[config.mk]
export PLATFORM = sky130hd
export DESIGN_NAME = elevator_call_panel
export DESIGN_NICKNAME = d
export VERILOG_FILES = /design/src/rtl/elevator_pkg.sv /design/src/rtl/call_panel_conditioner.sv /design/src/rtl/elevator_call_panel.sv
export SDC_FILE = /design/constraint.sdc
export NUM_CORES = 1
export LEC_CHECK = 0
export BUFFER_PORTS_ARGS = -buffer_cell sky130_fd_sc_hd__buf_2
export CORE_UTILIZATION = 45
export DETAILED_ROUTE_END_ITERATION = 8
export PLACE_DENSITY = 0.68
export SYNTH_ARGS = -nofsm -noshare
export SYNTH_HDL_FRONTEND = slang
export SYNTH_SLANG_ARGS = --single-unit
[constraint.sdc]
create_clock -name clk -period 3.65 [get_ports clk]
set_input_delay 0.365 -clock clk [delete_from_list [all_inputs] [get_ports clk]]
set_output_delay 0.365 -clock clk [all_outputs]
set_load 0.02 [all_outputs]
[src/rtl/elevator_pkg.sv]
// Shared constants and types for the elevator call panel.
// Optional input debouncing is enabled with CALL_PANEL_DEBOUNCE_EN.
package elevator_pkg;

  localparam int NUM_FLOORS_DEF      = 4;
  localparam int DEBOUNCE_CYCLES_DEF = 8;
  localparam int HOLDOFF_CYCLES_DEF  = 16;

  typedef enum logic [1:0] {
    IDLE    = 2'd0,
    STOP    = 2'd1,
    HOLDOFF = 2'd2
  } estop_state_e;

  function automatic int floor_w(input int n);
    return (n <= 2) ? 1 : $clog2(n);
  endfunction

endpackage

[src/rtl/call_panel_conditioner.sv]
// One raw button: 2-flop synchroniser, then a debouncer when CALL_PANEL_DEBOUNCE_EN is defined.
module call_panel_conditioner
  import elevator_pkg::*;
#(
  parameter int DEBOUNCE_CYCLES = DEBOUNCE_CYCLES_DEF
) (
  input  logic clk,
  input  logic rst_n,
  input  logic async_i,
  output logic cond_o
);

  if (DEBOUNCE_CYCLES < 1) begin : g_param_check
    $error("call_panel_conditioner: DEBOUNCE_CYCLES must be >= 1");
  end

  logic [1:0] sync_q;

  always_ff @(posedge clk or negedge rst_n) begin
    if (!rst_n) sync_q <= '0;
    else        sync_q <= {sync_q[0], async_i};
  end

`ifdef CALL_PANEL_DEBOUNCE_EN
  localparam int CNT_W = $clog2(DEBOUNCE_CYCLES + 1);

  logic             level_q, level_d;
  logic [CNT_W-1:0] cnt_q, cnt_d;

  // Count consecutive cycles of disagreement; any agreement restarts the count.
  always_comb begin
    level_d = level_q;
    cnt_d   = '0;
    if (sync_q[1] != level_q) begin
      if (cnt_q == CNT_W'(DEBOUNCE_CYCLES - 1)) level_d = sync_q[1];
      else                                       cnt_d   = cnt_q + 1'b1;
    end
  end

  always_ff @(posedge clk or negedge rst_n) begin
    if (!rst_n) begin
      level_q <= 1'b0;
      cnt_q   <= '0;
    end else begin
      level_q <= level_d;
      cnt_q   <= cnt_d;
    end
  end

  assign cond_o = level_q;
`else
  assign cond_o = sync_q[1];
`endif

endmodule

[src/rtl/elevator_call_panel.sv]
// Call latching, service clearing and emergency stop/hold-off sequencing for the car controller.
// Input debouncing is compiled in with CALL_PANEL_DEBOUNCE_EN.
module elevator_call_panel
  import elevator_pkg::*;
#(
  parameter int NUM_FLOORS      = NUM_FLOORS_DEF,
  parameter int FLOOR_W         = floor_w(NUM_FLOORS),
  parameter int DEBOUNCE_CYCLES = DEBOUNCE_CYCLES_DEF,
  parameter int HOLDOFF_CYCLES  = HOLDOFF_CYCLES_DEF
) (
  input  logic                  clk,
  input  logic                  rst_n,
  input  logic [NUM_FLOORS-1:0] btn_i,
  input  logic                  estop_btn_i,
  input  logic [FLOOR_W-1:0]    current_floor_i,
  input  logic                  door_open_i,
  output logic [NUM_FLOORS-1:0] floor_request_o,
  output logic                  emergency_stop_o,
  output logic [FLOOR_W:0]      pending_count_o,
  output logic                  served_o
);

  localparam int HO_W = (HOLDOFF_CYCLES > 1) ? $clog2(HOLDOFF_CYCLES) : 1;

  if (NUM_FLOORS < 2 || NUM_FLOORS > 16 || HOLDOFF_CYCLES < 1) begin : g_param_check
    $error("elevator_call_panel: illegal parameter value");
  end

  // Bit NUM_FLOORS of the conditioned vector is the emergency button.
  logic [NUM_FLOORS:0] raw, cond, prev_q, rise;

  assign raw  = {estop_btn_i, btn_i};
  assign rise = cond & ~prev_q;

  for (genvar k = 0; k <= NUM_FLOORS; k++) begin : g_cond
    call_panel_conditioner #(
      .DEBOUNCE_CYCLES(DEBOUNCE_CYCLES)
    ) u_cond (
      .clk    (clk),
      .rst_n  (rst_n),
      .async_i(raw[k]),
      .cond_o (cond[k])
    );
  end

  logic estop_cond, estop_rise;
  assign estop_cond = cond[NUM_FLOORS];
  assign estop_rise = rise[NUM_FLOORS];

  estop_state_e    state_q, state_d;
  logic [HO_W-1:0] ho_cnt_q, ho_cnt_d;
  logic            accept_calls, flush, estop_d;

  always_ff @(posedge clk or negedge rst_n) begin
    if (!rst_n) begin
      state_q  <= IDLE;
      ho_cnt_q <= '0;
    end else begin
      state_q  <= state_d;
      ho_cnt_q <= ho_cnt_d;
    end
  end

  always_comb begin
    state_d  = state_q;
    ho_cnt_d = ho_cnt_q;
    case (state_q)
      IDLE: if (estop_rise) state_d = STOP;
      STOP: begin
        if (!estop_cond) begin
          state_d  = HOLDOFF;
          ho_cnt_d = HO_W'(HOLDOFF_CYCLES - 1);
        end
      end
      HOLDOFF: begin
        if (estop_rise)           state_d  = STOP;
        else if (ho_cnt_q == '0)  state_d  = IDLE;
        else                      ho_cnt_d = ho_cnt_q - 1'b1;
      end
      default: state_d = IDLE;
    endcase
  end

  // Flush keys off the next state so the flush lands on the same edge as emergency_stop.
  always_comb begin
    accept_calls = (state_q == IDLE);
    flush        = (state_d == STOP);
    estop_d      = (state_d == STOP);
  end

  logic [NUM_FLOORS-1:0] pending_q, pending_d, svc, set_v, clr_v;
  logic [FLOOR_W:0]      count_q, count_d;
  logic                  served_q, served_d, estop_q;

  // Out-of-range floor indices match no bit, so nothing clears.
  always_comb begin
    svc = '0;
    for (int k = 0; k < NUM_FLOORS; k++) begin
      svc[k] = door_open_i && (current_floor_i == FLOOR_W'(k));
    end
  end

  always_comb begin
    set_v     = rise[NUM_FLOORS-1:0] & ~pending_q & ~svc & {NUM_FLOORS{accept_calls}};
    clr_v     = pending_q & svc;
    pending_d = (pending_q | set_v) & ~svc;
    if (flush) pending_d = '0;
    served_d  = |clr_v;
    count_d   = '0;
    for (int k = 0; k < NUM_FLOORS; k++) begin
      count_d = count_d + (FLOOR_W + 1)'(pending_d[k]);
    end
  end

  always_ff @(posedge clk or negedge rst_n) begin
    if (!rst_n) begin
      prev_q    <= '0;
      pending_q <= '0;
      count_q   <= '0;
      served_q  <= 1'b0;
      estop_q   <= 1'b0;
    end else begin
      prev_q    <= cond;
      pending_q <= pending_d;
      count_q   <= count_d;
      served_q  <= served_d;
      estop_q   <= estop_d;
    end
  end

  assign floor_request_o  = pending_q;
  assign pending_count_o  = count_q;
  assign served_o         = served_q;
  assign emergency_stop_o = estop_q;

endmodule

==> impl_metrics.prom <==
# TYPE chip_impl_metric gauge
chip_impl_info{name="run_status",value="finished, final reports clean"} 1
chip_impl_metric{name="synthesis_warning_total",unit=""} 0
chip_impl_metric{name="cts.hold.buffers_added",unit=""} 0
chip_impl_metric{name="detailedRoute.firstPassIterationCount",unit=""} 4
chip_impl_metric{name="cts.sinks",unit=""} 30
chip_impl_metric{name="critPathMaxFanout",unit=""} 8
chip_impl_metric{name="nets",unit=""} 125
chip_impl_info{name="critical_path_cell_sequence",value="mux2i_1 > and2_1 > or3_1 > fa_1 > inv_1 > ha_1 > ha_1"} 1
chip_impl_metric{name="clk_pin_slew_worst_paths",unit="ps"} 90
chip_impl_metric{name="fp.coreArea",unit="um^2"} 2297
chip_impl_info{name="timing_worst_setup_path_type",value="reg -> reg"} 1
chip_impl_metric{name="final_setup_violation_count",unit=""} 0
chip_impl_metric{name="achievable-frequency",unit="GHz"} 0.4205
chip_impl_metric{name="period_minus_slack",unit="ps"} 2378
chip_impl_metric{name="data_arrival_critical_path",unit="ps"} 2590
chip_impl_metric{name="dp.final_hpwl",unit="mm"} 1.266
chip_impl_metric{name="place.detailed.instances",unit=""} 132
chip_impl_info{name="critPathLaunchType",value="flop"} 1
chip_impl_metric{name="cts_repair_resize_count",unit=""} 0
chip_impl_metric{name="wirelength",unit="mm"} 1.791
chip_impl_metric{name="post_drt_wl_per_cell",unit="um"} 12.79
chip_impl_metric{name="grt_max_degree",unit=""} 31
chip_impl_metric{name="post_cts.repair.setup_buffers",unit=""} 0
chip_impl_metric{name="syn_nets",unit=""} 101
chip_impl_metric{name="synthesis.area",unit="um^2"} 1145
chip_impl_metric{name="design_area",unit="um^2"} 1370
chip_impl_metric{name="worstMarginPinSlew",unit="ps"} 631.3
chip_impl_metric{name="ctsHtreeMaxLevel",unit=""} 2
chip_impl_metric{name="via_count",unit=""} 703
chip_impl_metric{name="syn-mean-instance-area",unit="um^2"} 13.16
chip_impl_metric{name="synth_seq_area_share",unit="%"} 65.57
chip_impl_metric{name="area_delta_synth_final",unit="%"} 19.67
chip_impl_info{name="min-delay-path-class",value="in -> async"} 1
chip_impl_metric{name="cts-buffers-inserted",unit=""} 5
chip_impl_info{name="end_kind",value="flop"} 1
chip_impl_metric{name="max_rail_drop_vdd",unit="V"} 0.0004222
chip_impl_metric{name="cts-root-to-sink-buffers",unit=""} 2
chip_impl_metric{name="layoutNonFillerInstCount",unit=""} 140
chip_impl_info{name="cts_tree",value="built"} 1
chip_impl_metric{name="clock_skew",unit="ps"} 2.788
chip_impl_metric{name="leakage",unit="nW"} 0.6826
chip_impl_metric{name="antenna_cells_inserted",unit=""} 0
chip_impl_info{name="yosys.cell_count.top_type",value="dfrtp_1"} 1
chip_impl_metric{name="synthesis.instances",unit=""} 87
chip_impl_metric{name="first_pass_grt_wire_length",unit="mm"} 3.070
chip_impl_metric{name="vias_in_the_first_global_route",unit=""} 668
chip_impl_metric{name="io_pins",unit=""} 19
chip_impl_info{name="synth.largest_area_cell",value="dfrtp_1"} 1
chip_impl_metric{name="crit_path_required_time",unit="ps"} 3860
chip_impl_metric{name="drv.max_cap_violation_count",unit=""} 0
chip_impl_metric{name="die_x",unit="um"} 52.44
chip_impl_metric{name="die-height",unit="um"} 52.44
chip_impl_info{name="crit_path_frequent_cell",value="ha_1"} 1
chip_impl_metric{name="netlist.area_leader.share",unit="%"} 65.57
chip_impl_metric{name="via_per_inst",unit=""} 5.021
chip_impl_metric{name="fin_crit_sh",unit="%"} 65.15
chip_impl_info{name="unrepaired_setup_endpoints_after_global_routing",value="no"} 1
chip_impl_metric{name="number_of_antenna_violations_at_the_first_check_in_global_routing",unit=""} 0
chip_impl_metric{name="synth_seq_cells",unit=""} 30
chip_impl_metric{name="slew_violations",unit=""} 0
chip_impl_metric{name="port_buffers",unit=""} 18
chip_impl_info{name="postSynth.topFlopCell",value="dfrtp_1"} 1
chip_impl_metric{name="globalRouteOverflowTotal",unit=""} 0
chip_impl_metric{name="antenna_violating_nets_post_route",unit=""} 0
chip_impl_metric{name="synth_edf_count",unit=""} 0
chip_impl_metric{name="starting_drt_drc_count",unit=""} 4
chip_impl_info{name="ys_top_cells_by_count",value="dfrtp_1, inv_1, nor3_1"} 1
chip_impl_metric{name="initial_core_utilization",unit="%"} 49.84
chip_impl_metric{name="row_count",unit=""} 17
chip_impl_metric{name="synthDistinctLibCells",unit=""} 25
chip_impl_metric{name="post_route_cells_drive_above_1_share",unit="%"} 26.79
chip_impl_metric{name="synth_async_sr_flop_share",unit="%"} 100.0
chip_impl_metric{name="holdWs",unit="ps"} 47.86
chip_impl_metric{name="totalNegativeSetupSlack",unit="ps"} 0
chip_impl_info{name="top_cells_by_area_in_the_synthesized_netlist",value="dfrtp_1, ha_1, nor3_1, mux2i_1, inv_1"} 1
chip_impl_metric{name="power_density",unit="nW/um^2"} 626.5
chip_impl_metric{name="die_footprint",unit="um^2"} 2750
chip_impl_metric{name="placement.cell_area",unit="um^2"} 1259
chip_impl_metric{name="grt_util_all_layers",unit="%"} 17.19
chip_impl_metric{name="crit_path_max_incr_delay",unit="ps"} 540
chip_impl_info{name="clock_tree.root_cell",value="clkbuf_4"} 1
chip_impl_metric{name="clock_latency",unit="ps"} 320
chip_impl_metric{name="utilization",unit="%"} 59.64
chip_impl_metric{name="drc",unit=""} 0
chip_impl_metric{name="gp_congestion",unit=""} 0.8375
chip_impl_metric{name="slew-limit-headroom",unit="%"} 57.91
chip_impl_info{name="critical-path-slowest-cell",value="fa_1"} 1
chip_impl_metric{name="finalHoldViolations",unit=""} 0
cell usage in the layout, fill, tap and decap left out, types with 2 or more instances in the layout:
cell	netlist	layout
a211o_1	2	2
a31oi_1	4	4
and2_1	3	3
buf_2	0	18
bufinv_16	0	2
clkbuf_4	0	5
dfrtp_1	30	30
ha_1	3	3
inv_1	8	8
mux2i_1	3	3
nand2b_1	2	2
nand3_1	2	2
nor2_1	5	5
nor3_1	7	7
nor3b_1	3	3
or3_1	3	3
through the flow:
stage,total power (W),worst slack (ps)
finish,0.0008583,1272
global route,0.0009080,1156
CTS,0.0008718,1271
detailed placement,0.0005215,1314
global placement,0.0005171,1365
floorplan,0.0004765,1355
final timing paths:
kind                                                            from                                   end  cells past startpoint  slack (ps)
worst max-delay path                            state_q[0]$_DFF_PN0_          pending_count_o[1]$_DFF_PN0_                      7        1270
worst min-delay path                                           rst_n            emergency_stop_o$_DFF_PN0_                      1          50
min in group clk                                            btn_i[0]  g_cond[0].u_cond.sync_q[0]$_DFF_PN0_                      1         140
worst min register to register  g_cond[0].u_cond.sync_q[0]$_DFF_PN0_  g_cond[0].u_cond.sync_q[1]$_DFF_PN0_                      0         350
worst max register to register                  state_q[0]$_DFF_PN0_          pending_count_o[1]$_DFF_PN0_                      7        1270
max in group asynchronous                                      rst_n  g_cond[2].u_cond.sync_q[0]$_DFF_PN0_                      1        3190
power breakdown:
| group | internal (W) | switching (W) | total (W) |
|---|---|---|---|
| Combinational | 0.0000500 | 0.0000728 | 0.000123 |
| Clock | 0.000232 | 0.000113 | 0.000345 |
| Sequential | 0.000368 | 0.0000225 | 0.000391 |
registers in the layout, indices dropped and copies added (netlist names):
signal                count
prev_q                    5
emergency_stop_o          1
served_o                  1
state_q                   2
pending_count_o           3
floor_request_o           4
ho_cnt_q                  4
g_cond.u_cond.sync_q     10
layout make-up:
cell class	count	area, um^2
Clock buffer	6	51.30
Clock inverter	2	60.06
Fill cell	197	927.1
Inverter	8	30.03
Multi-Input combinational cell	48	352.8
Sequential cell	30	750.7
Tap cell	28	35.03
Timing Repair Buffer	18	90.09
routing by layer:
metal / global-route usage, % / routed length [um] / vias to the layer above
met2: 24.47 / 859 / 22
li1: - / - / 350
met1: 21.08 / 818 / 329
met4: 6.579 / 8 / 0
met5: 0 / 0 / -
met3: 10.43 / 104 / 2
critical path: cells and delay by family (launching register included):
family        cells  cell delay (ps)
simple gates      2              640
fa+ha+maj         3             1010
flops             1              440
mux               1              140
buf+inv           1               40
cells by family after synthesis:
group	share of synthesized area [%]
flops	65.57
fa+ha+maj	5.028
mux	4.590
buf+inv	3.607
compound gates	3.716
simple gates	17.49
(Power assumes the default switching activity.)
